## config.mk

```make
export PLATFORM = sky130hd
export DESIGN_NAME = hbus_mi_bist
export DESIGN_NICKNAME = d
export VERILOG_FILES = /design/src/rtl/hbus_mi_bist_pkg.sv /design/src/rtl/hbus_mi_bist_lfsr.sv /design/src/rtl/hbus_mi_bist.sv
export SDC_FILE = /design/constraint.sdc
export NUM_CORES = 1
export LEC_CHECK = 0
export CORE_MARGIN = 4
export CORE_UTILIZATION = 45
export CTS_CLUSTER_DIAMETER = 150
export CTS_CLUSTER_SIZE = 16
export DETAILED_ROUTE_END_ITERATION = 6
export PLACE_DENSITY = 0.84
export SLEW_MARGIN = 0
export SYNTH_ARGS = -nofsm -noshare
export SYNTH_HDL_FRONTEND = slang
export SYNTH_SLANG_ARGS = --single-unit
```

## constraint.sdc

```tcl
create_clock -name clk_i -period 2.4 [get_ports clk_i]
set_input_delay 0.48 -clock clk_i [delete_from_list [all_inputs] [get_ports clk_i]]
set_output_delay 0.48 -clock clk_i [all_outputs]
set_load 0.01 [all_outputs]
```

## src/rtl/hbus_mi_bist_pkg.sv

```systemverilog
// Shared types and constants for the hbus mi BIST initiator: FSM states, mode codes,
// mi_rw encodings and the LFSR polynomial/default seed.
package hbus_mi_bist_pkg;

    typedef enum logic [2:0] {
        ST_IDLE,
        ST_WR_REQ,
        ST_WR_DATA,
        ST_RD_SETUP,
        ST_RD_REQ,
        ST_RD_DATA,
        ST_DONE
    } bist_state_t;

    localparam logic [1:0]  MODE_WR_RD        = 2'd0;
    localparam logic [1:0]  MODE_WR_ONLY      = 2'd1;
    localparam logic [1:0]  MODE_RD_ONLY      = 2'd2;

    localparam logic        MI_RW_WRITE       = 1'b0;
    localparam logic        MI_RW_READ        = 1'b1;
    localparam logic [1:0]  MI_ADDR_CS        = 2'b01;

    // Galois form of x^32 + x^22 + x^2 + x + 1, shifting right.
    localparam logic [31:0] LFSR_POLY         = 32'h8020_0003;
    localparam logic [31:0] LFSR_DEFAULT_SEED = 32'h0000_0001;

    function automatic logic [31:0] lfsr_step(input logic [31:0] s);
        return {1'b0, s[31:1]} ^ (s[0] ? LFSR_POLY : 32'h0);
    endfunction

endpackage

```

## src/rtl/hbus_mi_bist_lfsr.sv

```systemverilog
// 32-bit Galois LFSR for BIST data: seed load (zero seed replaced by the default seed),
// single-step enable, state output.
module hbus_mi_bist_lfsr
    import hbus_mi_bist_pkg::*;
(
    input  logic        clk_i,
    input  logic        rst_i,
    input  logic        load_i,
    input  logic [31:0] seed_i,
    input  logic        step_i,
    output logic [31:0] state_o
);

    logic [31:0] state_q;
    logic [31:0] state_d;

    always_comb begin
        state_d = state_q;
        if (load_i) begin
            state_d = (seed_i == 32'h0) ? LFSR_DEFAULT_SEED : seed_i;
        end else if (step_i) begin
            state_d = lfsr_step(state_q);
        end
    end

    always_ff @(posedge clk_i) begin
        if (rst_i) begin
            state_q <= '0;
        end else begin
            state_q <= state_d;
        end
    end

    assign state_o = state_q;

endmodule

```

## src/rtl/hbus_mi_bist.sv

```systemverilog
// BIST initiator on the hbus_memctrl mi_* port: writes LFSR bursts, re-reads and counts mismatching beats.
// Define HBUS_MI_BIST_ERRLOG_EN to add first-mismatch capture outputs ctl_err_addr/exp/got.
//   state    | meaning
//   IDLE     | waiting for ctl_start
//   WR_REQ   | write request on mi, held until mi_ready
//   WR_DATA  | supplying write beats until wack&wlast
//   RD_SETUP | rewind LFSR to seed and address to base
//   RD_REQ   | read request on mi, held until mi_ready
//   RD_DATA  | checking read beats until rstb&rlast
//   DONE     | one-cycle run end, raises ctl_done
module hbus_mi_bist
    import hbus_mi_bist_pkg::*;
#(
    parameter int ECNT_W = 16,
    parameter int NB_W   = 16
) (
    input  logic              clk_i,
    input  logic              rst_i,
    input  logic              ctl_start_i,
    input  logic [1:0]        ctl_mode_i,
    input  logic [31:0]       ctl_base_i,
    input  logic [6:0]        ctl_len_i,
    input  logic [NB_W-1:0]   ctl_nburst_i,
    input  logic [31:0]       ctl_seed_i,
    output logic              ctl_busy_o,
    output logic              ctl_done_o,
    output logic [ECNT_W-1:0] ctl_ecnt_o,
`ifdef HBUS_MI_BIST_ERRLOG_EN
    output logic [31:0]       ctl_err_addr_o,
    output logic [31:0]       ctl_err_exp_o,
    output logic [31:0]       ctl_err_got_o,
`endif
    output logic [1:0]        mi_addr_cs_o,
    output logic [31:0]       mi_addr_o,
    output logic [6:0]        mi_len_o,
    output logic              mi_rw_o,
    output logic              mi_linear_o,
    output logic              mi_valid_o,
    input  logic              mi_ready_i,
    output logic [31:0]       mi_wdata_o,
    output logic [3:0]        mi_wmsk_o,
    input  logic              mi_wack_i,
    input  logic              mi_wlast_i,
    input  logic [31:0]       mi_rdata_i,
    input  logic              mi_rstb_i,
    input  logic              mi_rlast_i
);

    bist_state_t       state_q, state_d;
    logic              busy_q, done_q, wr_only_q;
    logic [ECNT_W-1:0] ecnt_q;
    logic [31:0]       addr_q, base_q, seed_q;
    logic [6:0]        len_q;
    logic [NB_W-1:0]   nb_q, cnt_q;

    logic              start_ok, wr_beat, rd_beat, wr_end, rd_end, last_burst, mismatch;
    logic              lfsr_load;
    logic [31:0]       lfsr_seed, lfsr_q;

    assign start_ok   = (state_q == ST_IDLE) && ctl_start_i;
    assign wr_end     = wr_beat && mi_wlast_i;
    assign rd_end     = rd_beat && mi_rlast_i;
    assign last_burst = (cnt_q == NB_W'(1));
    assign mismatch   = (mi_rdata_i != lfsr_q);

    always_ff @(posedge clk_i) begin
        if (rst_i) begin
            state_q <= ST_IDLE;
        end else begin
            state_q <= state_d;
        end
    end

    always_comb begin
        state_d = state_q;
        case (state_q)
            ST_IDLE: begin
                if (ctl_start_i) begin
                    if (ctl_nburst_i == '0) begin
                        state_d = ST_DONE;
                    end else if (ctl_mode_i == MODE_RD_ONLY) begin
                        state_d = ST_RD_REQ;
                    end else begin
                        state_d = ST_WR_REQ;
                    end
                end
            end
            ST_WR_REQ:   if (mi_ready_i) state_d = ST_WR_DATA;
            ST_WR_DATA: begin
                if (wr_end) begin
                    if (!last_burst) begin
                        state_d = ST_WR_REQ;
                    end else if (wr_only_q) begin
                        state_d = ST_DONE;
                    end else begin
                        state_d = ST_RD_SETUP;
                    end
                end
            end
            ST_RD_SETUP: state_d = ST_RD_REQ;
            ST_RD_REQ:   if (mi_ready_i) state_d = ST_RD_DATA;
            ST_RD_DATA:  if (rd_end) state_d = last_burst ? ST_DONE : ST_RD_REQ;
            ST_DONE:     state_d = ST_IDLE;
            default:     state_d = ST_IDLE;
        endcase
    end

    always_comb begin
        mi_valid_o = 1'b0;
        mi_rw_o    = MI_RW_WRITE;
        wr_beat    = 1'b0;
        rd_beat    = 1'b0;
        case (state_q)
            ST_WR_REQ:  mi_valid_o = 1'b1;
            ST_RD_REQ: begin
                mi_valid_o = 1'b1;
                mi_rw_o    = MI_RW_READ;
            end
            ST_WR_DATA: wr_beat = mi_wack_i;
            ST_RD_DATA: rd_beat = mi_rstb_i;
            default: ;
        endcase
    end

    always_ff @(posedge clk_i) begin
        if (rst_i) begin
            busy_q    <= 1'b0;
            done_q    <= 1'b0;
            wr_only_q <= 1'b0;
            ecnt_q    <= '0;
            addr_q    <= '0;
            base_q    <= '0;
            seed_q    <= '0;
            len_q     <= '0;
            nb_q      <= '0;
            cnt_q     <= '0;
        end else begin
            done_q <= 1'b0;
            if (start_ok) begin
                busy_q    <= 1'b1;
                wr_only_q <= (ctl_mode_i == MODE_WR_ONLY);
                ecnt_q    <= '0;
                addr_q    <= ctl_base_i;
                base_q    <= ctl_base_i;
                seed_q    <= ctl_seed_i;
                len_q     <= ctl_len_i;
                nb_q      <= ctl_nburst_i;
                cnt_q     <= ctl_nburst_i;
            end
            if (state_q == ST_RD_SETUP) begin
                addr_q <= base_q;
                cnt_q  <= nb_q;
            end
            if (state_q == ST_DONE) begin
                busy_q <= 1'b0;
                done_q <= 1'b1;
            end
            if (wr_end || rd_end) begin
                addr_q <= addr_q + {25'd0, len_q} + 32'd1;
                cnt_q  <= cnt_q - 1'b1;
            end
            if (rd_beat && mismatch && (ecnt_q != {ECNT_W{1'b1}})) begin
                ecnt_q <= ecnt_q + 1'b1;
            end
        end
    end

    // Write phase starts from the freshly loaded seed; read phase rewinds to the same seed.
    assign lfsr_load = start_ok || (state_q == ST_RD_SETUP);
    assign lfsr_seed = start_ok ? ctl_seed_i : seed_q;

    hbus_mi_bist_lfsr u_lfsr (
        .clk_i   (clk_i),
        .rst_i   (rst_i),
        .load_i  (lfsr_load),
        .seed_i  (lfsr_seed),
        .step_i  (wr_beat || rd_beat),
        .state_o (lfsr_q)
    );

`ifdef HBUS_MI_BIST_ERRLOG_EN
    logic [6:0]  beat_q;
    logic        err_seen_q;
    logic [31:0] err_addr_q, err_exp_q, err_got_q;

    always_ff @(posedge clk_i) begin
        if (rst_i) begin
            beat_q     <= '0;
            err_seen_q <= 1'b0;
            err_addr_q <= '0;
            err_exp_q  <= '0;
            err_got_q  <= '0;
        end else begin
            if (mi_valid_o && mi_ready_i) begin
                beat_q <= '0;
            end else if (rd_beat) begin
                beat_q <= beat_q + 1'b1;
            end
            if (start_ok) begin
                err_seen_q <= 1'b0;
                err_addr_q <= '0;
                err_exp_q  <= '0;
                err_got_q  <= '0;
            end else if (rd_beat && mismatch && !err_seen_q) begin
                err_seen_q <= 1'b1;
                err_addr_q <= addr_q + {25'd0, beat_q};
                err_exp_q  <= lfsr_q;
                err_got_q  <= mi_rdata_i;
            end
        end
    end

    assign ctl_err_addr_o = err_addr_q;
    assign ctl_err_exp_o  = err_exp_q;
    assign ctl_err_got_o  = err_got_q;
`endif

    assign ctl_busy_o   = busy_q;
    assign ctl_done_o   = done_q;
    assign ctl_ecnt_o   = ecnt_q;
    assign mi_addr_cs_o = MI_ADDR_CS;
    assign mi_addr_o    = addr_q;
    assign mi_len_o     = len_q;
    assign mi_linear_o  = 1'b0;
    assign mi_wdata_o   = lfsr_q;
    assign mi_wmsk_o    = 4'h0;

endmodule

```

==> results.cfg, run 1 <==
[synth]
synth_top_area_share = 0.403
netlist_area_um2 = 9380
synth_xor_area_frac = 0.0383
synthCells = 1199
synth_seq_cells = 189
synth_edf_count = 0
synth_top_area_cell = dfxtp_1
synthMuxAreaShare = 0.0415
synth_top_family_by_area = simple AND/OR/NAND/NOR gates
synthAdderAreaFrac = 0.0155
ys_types = 67
yosys_most_used_dff = dfxtp_1
synth_compound_area_frac = 0.193
synth-async-reset-ratio = 0
avgSynthCellArea_um2 = 7.83
synth_area_leaders = dfxtp_1 (40%), nor2_1 (7.1%), nand2_1 (5.9%)
yosysSeqAreaShare = 0.403
synth_warnings = 0
yosys.area_share.simple = 0.257

[global_routing]
antenna_found_initial = 1
busiest_layer = met2
grt_pass1_wl_um = 49300
grt_remaining_overflow = 0
grt_pass1_vias = 9666
grt_usage = 0.254
grtUsageMet3 = 0.0460
grt_util_met1 = 0.328
met2_usage = 0.427
grt_max_degree = 55

[timing]
post-route-period-util = 0.973
fin_ws_ns = 0.0658
setup_violations = 0
slew_viol_final = 0
worstMarginPinSlew_ns = 0.573
relSlewSlack = 0.614
finClkSkew_ns = 0.0144
hold_viol_final = 0
min_period_ns = 2.33
max_clock_freq_mhz = 428

[clock_tree]
hold_buffers = 0
cts-htree-levels = 4
clock_path_buffers = 2
cts-buffers-inserted = 17
clock_latency_ns = 0.44
cts_tree = yes
cts_root_buffer = clkbuf_16
cts.sinks = 189
path_clk_slew_ns = 0.07

[critical_path]
cp_slowest_cell = clkdlybuf4s50_1
crit_type = reg2out
start_kind = register
cp-end-kind = primary output
cp.required_ns = 1.92
crit_fanout = 20
critPathMaxStageDelay_ns = 0.59
path_cells = buf_4 -> xnor2_1 -> nor2_1 -> clkdlybuf4s50_1
cp_data_arrival_time_ns = 1.85

[routing]
drc = 0
drtIter0Drc = 745
drt-total-wl_um = 30800
wl_per_cell_um = 17.8
routed_via_density = 5.82
ant_nets = 0
drtPass1Iterations = 6
vias = 10000

[power_and_ir_drop]
peakVddDrop_v = 0.000662
p_leak_nw = 4.83
power_density_nw_per_um2 = 1080

[die]
die_h_um = 152
initial_utilization = 0.461
core-area_um2 = 20400
die_area_um2 = 23200
rows = 52
ios = 227
die_w_um = 152

[placed_design]
dp_slack_ns = -0.161
dp.cells = 1694
io_buffers = 219
place_hpwl_um = 22800
finalWeightedCongestion = 0.904

[min_path]
min_path_type = reg2reg

[finish]
antennaDiodeCount = 0
area.growth.synth_to_final_pct = 38.9
final_nets = 1584
most-common-layout-cells = clkdlybuf4s50_1 (218), dfxtp_1 (187), nor2_1 (177)
fin_util = 0.640
fillCellCount = 1711
layout_commonest_cell = clkdlybuf4s50_1
layoutNonFillerInstCount = 1727
drive_above_1_share = 0.0981

[flow_run]
drv_cap = 0

[run_status]
status = finished, final reports clean
==> per-stage QoR <==
| step | TNS, ns | total power (W) | hold WS [ns] | area, µm² |
|---|---|---|---|---|
| global placement | -0.845 | 0.0110 | 0.439 | 12400 |
| finish | 0 | 0.0141 | 0.457 | 13000 |
| floorplan | 0 | 0.00829 | 0.433 | 9400 |
| detailed placement | -2.42 | 0.0112 | 0.447 | 12400 |
| CTS | 0 | 0.0140 | 0.458 | 13000 |
| global route | -0.00424 | 0.0149 | 0.477 | 13000 |
==> final cells by class <==
class,instances,area [µm²],share of cell area
Multi-Input combinational cell,898,5230,0.401
Sequential cell,189,3790,0.291
Timing Repair Buffer,308,2990,0.229
Clock buffer,18,429,0.0329
Tap cell,270,338,0.0259
Clock inverter,14,148,0.0113
Inverter,30,113,0.00864
==> cell usage after synthesis, types with 5 or more instances <==
cell / instances
nor2_1: 177
nor3_1: 45
and3_1: 6
a21o_1: 7
nand4_1: 26
dfxtp_1: 189
inv_1: 29
and4_1: 5
a41oi_1: 5
nand3_1: 30
ha_1: 10
mux2i_1: 31
o22ai_1: 14
or4_1: 7
o211ai_1: 15
or3_1: 9
buf_2: 9
buf_4: 7
o21ai_1: 14
nor4_1: 36
a21oi_1: 106
nor2b_1: 5
xnor2_1: 40
buf_1: 6
clkbuf_1: 65
nand2_1: 148
a211oi_1: 40
o21ai_0: 14
a311oi_1: 5
a31oi_1: 17
o221ai_1: 11
mux2_1: 7
nand2b_1: 8
==> timing repair <==
item | 4_1_cts | 5_1_grt
pin swaps | 2 | 5
resized for setup | 2 | 11
setup buffers | 0 | 1
endpoints found under the setup margin | 8 | 11
==> where the power goes <==
group / leakage, nW / total (W) / internal, W / switching, W
combinational: 3.00 / 0.00661 / 0.00306 / 0.00355
sequential: 1.55 / 0.00471 / 0.00396 / 0.000751
clock: 0.277 / 0.00279 / 0.00139 / 0.00140
total: 4.83 / 0.0141 / 0.00841 / 0.00570
==> kinds of logic after synthesis <==
group	Yosys count
and+or+nand+nor	519
AOI/OAI and AO/OA	282
DFF	189
buffers and inverters	117
xor gates and xnor gates	41
muxes	38
adders and majority gates	11
other	2
==> path summary, 6_finish.rpt <==
kind | startpoint | end | slack (ns) | cells after the start
max | state_q[0]$_SDFFE_PP0P_ | mi_valid_o | 0.07 | 4
min | nb_q[13]$_SDFFE_PP0N_ | nb_q[13]$_SDFFE_PP0N_ | 0.46 | 2
max reg2reg | mi_len_o[0]$_SDFFE_PP0N_ | mi_addr_o[12]$_SDFFE_PP0P_ | 0.08 | 11
min reg2reg | nb_q[13]$_SDFFE_PP0N_ | nb_q[13]$_SDFFE_PP0N_ | 0.46 | 2
==> state kept, by name (all words and copies together) (netlist names) <==
register and flops:
mi_len_o 7, wr_only_q 1, state_q 3, base_q 32, ctl_done_o 1, nb_q 16, mi_addr_o 32, u_lfsr.state_o 32
ctl_ecnt_o 16, seed_q 32, ctl_busy_o 1, cnt_q 16
==> worst max-delay path: cells and delay by family, from the launching register on <==
kind	cells	cell delay [ns]
and+or+nand+nor	1	0.11
xor gates and xnor gates	1	0.11
buffers and inverters	2	0.85
DFF	1	0.35
==> routing by layer <==
layer  vias up  routed length, µm
met5         -                 20
met4         2                801
met3        52               2270
met2       432              14900
met1      4772              12800
li1       4791                  -
Power figures use the tool's default switching activity.
==> run 2: changes to the inputs <==
--- a/config.mk
+++ b/config.mk
@@ -10,6 +10,7 @@
 export CTS_CLUSTER_DIAMETER = 150
 export CTS_CLUSTER_SIZE = 16
 export DETAILED_ROUTE_END_ITERATION = 6
+export GPL_ROUTABILITY_DRIVEN = 0
 export PLACE_DENSITY = 0.84
 export SLEW_MARGIN = 0
 export SYNTH_ARGS = -nofsm -noshare
==> results of run 2 <==
Same layout as run 1: the final DEF is identical, and so are final timing and power.
==> run 3: changes to the inputs <==
--- a/config.mk
+++ b/config.mk
@@ -16,3 +16,4 @@
 export SYNTH_ARGS = -nofsm -noshare
 export SYNTH_HDL_FRONTEND = slang
 export SYNTH_SLANG_ARGS = --single-unit
+export TNS_END_PERCENT = 10
==> run 3 against run 2 <==
Die area unchanged. Sequential power about the same. Largest cell class unchanged. Sequential cell count did not move. Clock skew increased by 0.00071 ns. Clock power about the same. Sequential share of layout area about the same. Utilization shrank 0.062 points. Critical path type unchanged. Fmax is essentially flat.
==> results.cfg, run 3 (same netlist as run 1, synthesis figures left out) <==
[global_routing]
grt_pass1_vias = 9670
grt_remaining_overflow = 0
antenna_found_initial = 1
grtUsageMet3 = 0.0460
grt_usage = 0.254
grt_util_met1 = 0.329
met2_usage = 0.427
busiest_layer = met2
grt_pass1_wl_um = 49400
grt_max_degree = 55

[timing]
post-route-period-util = 0.972
rsz0062_at_grt = yes
max_clock_freq_mhz = 429
setup_violations = 0
slew_viol_final = 0
relSlewSlack = 0.616
worstMarginPinSlew_ns = 0.570
min_period_ns = 2.33
hold_viol_final = 0
timing.hold.ws_ns = 0.455
finClkSkew_ns = 0.0151

[critical_path]
crit_fanout = 20
cp_slowest_cell = clkdlybuf4s50_1
path_buf_inv = 2
start_kind = register
path_cells = buf_4 -> xnor2_1 -> nor2_1 -> clkdlybuf4s50_1
cp.required_ns = 1.92
cp_top_family = buffers and inverters
critPathMaxStageDelay_ns = 0.59
crit_type = reg2out
cp-end-kind = primary output
cp_data_arrival_time_ns = 1.85

[die]
rows = 52
core-area_um2 = 20400
die_h_um = 152
die_w_um = 152
die_area_um2 = 23200
initial_utilization = 0.461
ios = 227

[finish]
layout_commonest_cell = clkdlybuf4s50_1
area.growth.synth_to_final_pct = 38.7
final_nets = 1583
fillCellCount = 1708
drive_above_1_share = 0.0962
antennaDiodeCount = 0
most-common-layout-cells = clkdlybuf4s50_1 (218), dfxtp_1 (188), nor2_1 (177)
fin_util = 0.639

[clock_tree]
cts-htree-levels = 4
post-cts-setup-buffers = 0
cts-buffers-inserted = 17
hold_buffers = 0
path_clk_slew_ns = 0.07
cts_tree = yes
cts.sinks = 189
cts_root_buffer = clkbuf_16
clock_latency_ns = 0.44
clock_path_buffers = 2

[routing]
drc = 0
routed_via_density = 5.82
vias = 10000
ant_nets = 0
wl_per_cell_um = 17.8
drtPass1Iterations = 6
drt-total-wl_um = 30800
drtIter0Drc = 764

[min_path]
min_path_type = reg2reg

[power_and_ir_drop]
p_leak_nw = 4.82
power_density_nw_per_um2 = 1080
peakVddDrop_v = 0.000662

[run_status]
status = finished, final reports clean

[flow_run]
drv_cap = 0

[placed_design]
io_buffers = 219
place_hpwl_um = 22800
run 3: timing repair:
| action | in CTS | in global routing |
|---|---|---|
| resized for setup | 3 | 7 |
| hold endpoints to repair | 0 | 0 |
| endpoints found under the setup margin | 8 | 11 |
| pin swaps | 2 | 1 |
run 3: final cells by class:
cell class | count | area, µm² | area share
clock buffer | 18 | 429 | 0.0330
clock inverter | 14 | 148 | 0.0113
inverter | 30 | 113 | 0.00865
multi-input combinational | 898 | 5230 | 0.402
sequential | 189 | 3780 | 0.291
tap | 270 | 338 | 0.0259
timing repair buffer | 307 | 2980 | 0.229
run 3: tightest hold or removal path, cell delays in order (launching register included):
cell and delay [ns]:
dfxtp_1 0.31, nand2_1 0.05, a21oi_1 0.05
run 3: path summary, 6_finish.rpt:
path                                 start                          to  slack, ns  cells after the start
hold reg to reg      nb_q[13]$_SDFFE_PP0N_       nb_q[13]$_SDFFE_PP0N_       0.46                      2
hold / removal       nb_q[13]$_SDFFE_PP0N_       nb_q[13]$_SDFFE_PP0N_       0.46                      2
setup reg to reg  mi_len_o[0]$_SDFFE_PP0N_  mi_addr_o[12]$_SDFFE_PP0P_       0.09                     11
setup / recovery   state_q[0]$_SDFFE_PP0P_                  mi_valid_o       0.07                      4
run 3: metal layers:
| layer | vias up | part of all wire |
|---|---|---|
| met5 | - | 0.00065 |
| met2 | 452 | 0.48 |
| met3 | 55 | 0.070 |
| li1 | 4793 | - |
| met1 | 4740 | 0.42 |
| met4 | 2 | 0.027 |
run 3: power breakdown:
part / leakage [nW] / switching [W] / internal (W)
logic: 3.00 / 0.00355 / 0.00306
registers: 1.55 / 0.000748 / 0.00396
clock network: 0.277 / 0.00140 / 0.00139
total: 4.82 / 0.00570 / 0.00841
run 3: metrics by stage:
stage / total power (W) / std cells / setup TNS (ns) / setup WS, ns / instance area (µm²)
finish: 0.0141 / 1726 / 0 / 0.0674 / 13000
CTS: 0.0140 / 1726 / 0 / 0.0127 / 13000
floorplan: 0.00829 / 1204 / 0 / 0.0288 / 9400
global placement: 0.0110 / 1694 / -0.845 / -0.0639 / 12400
global route: 0.0149 / 1726 / -0.0210 / -0.00959 / 13000
detailed placement: 0.0112 / 1694 / -2.42 / -0.161 / 12400
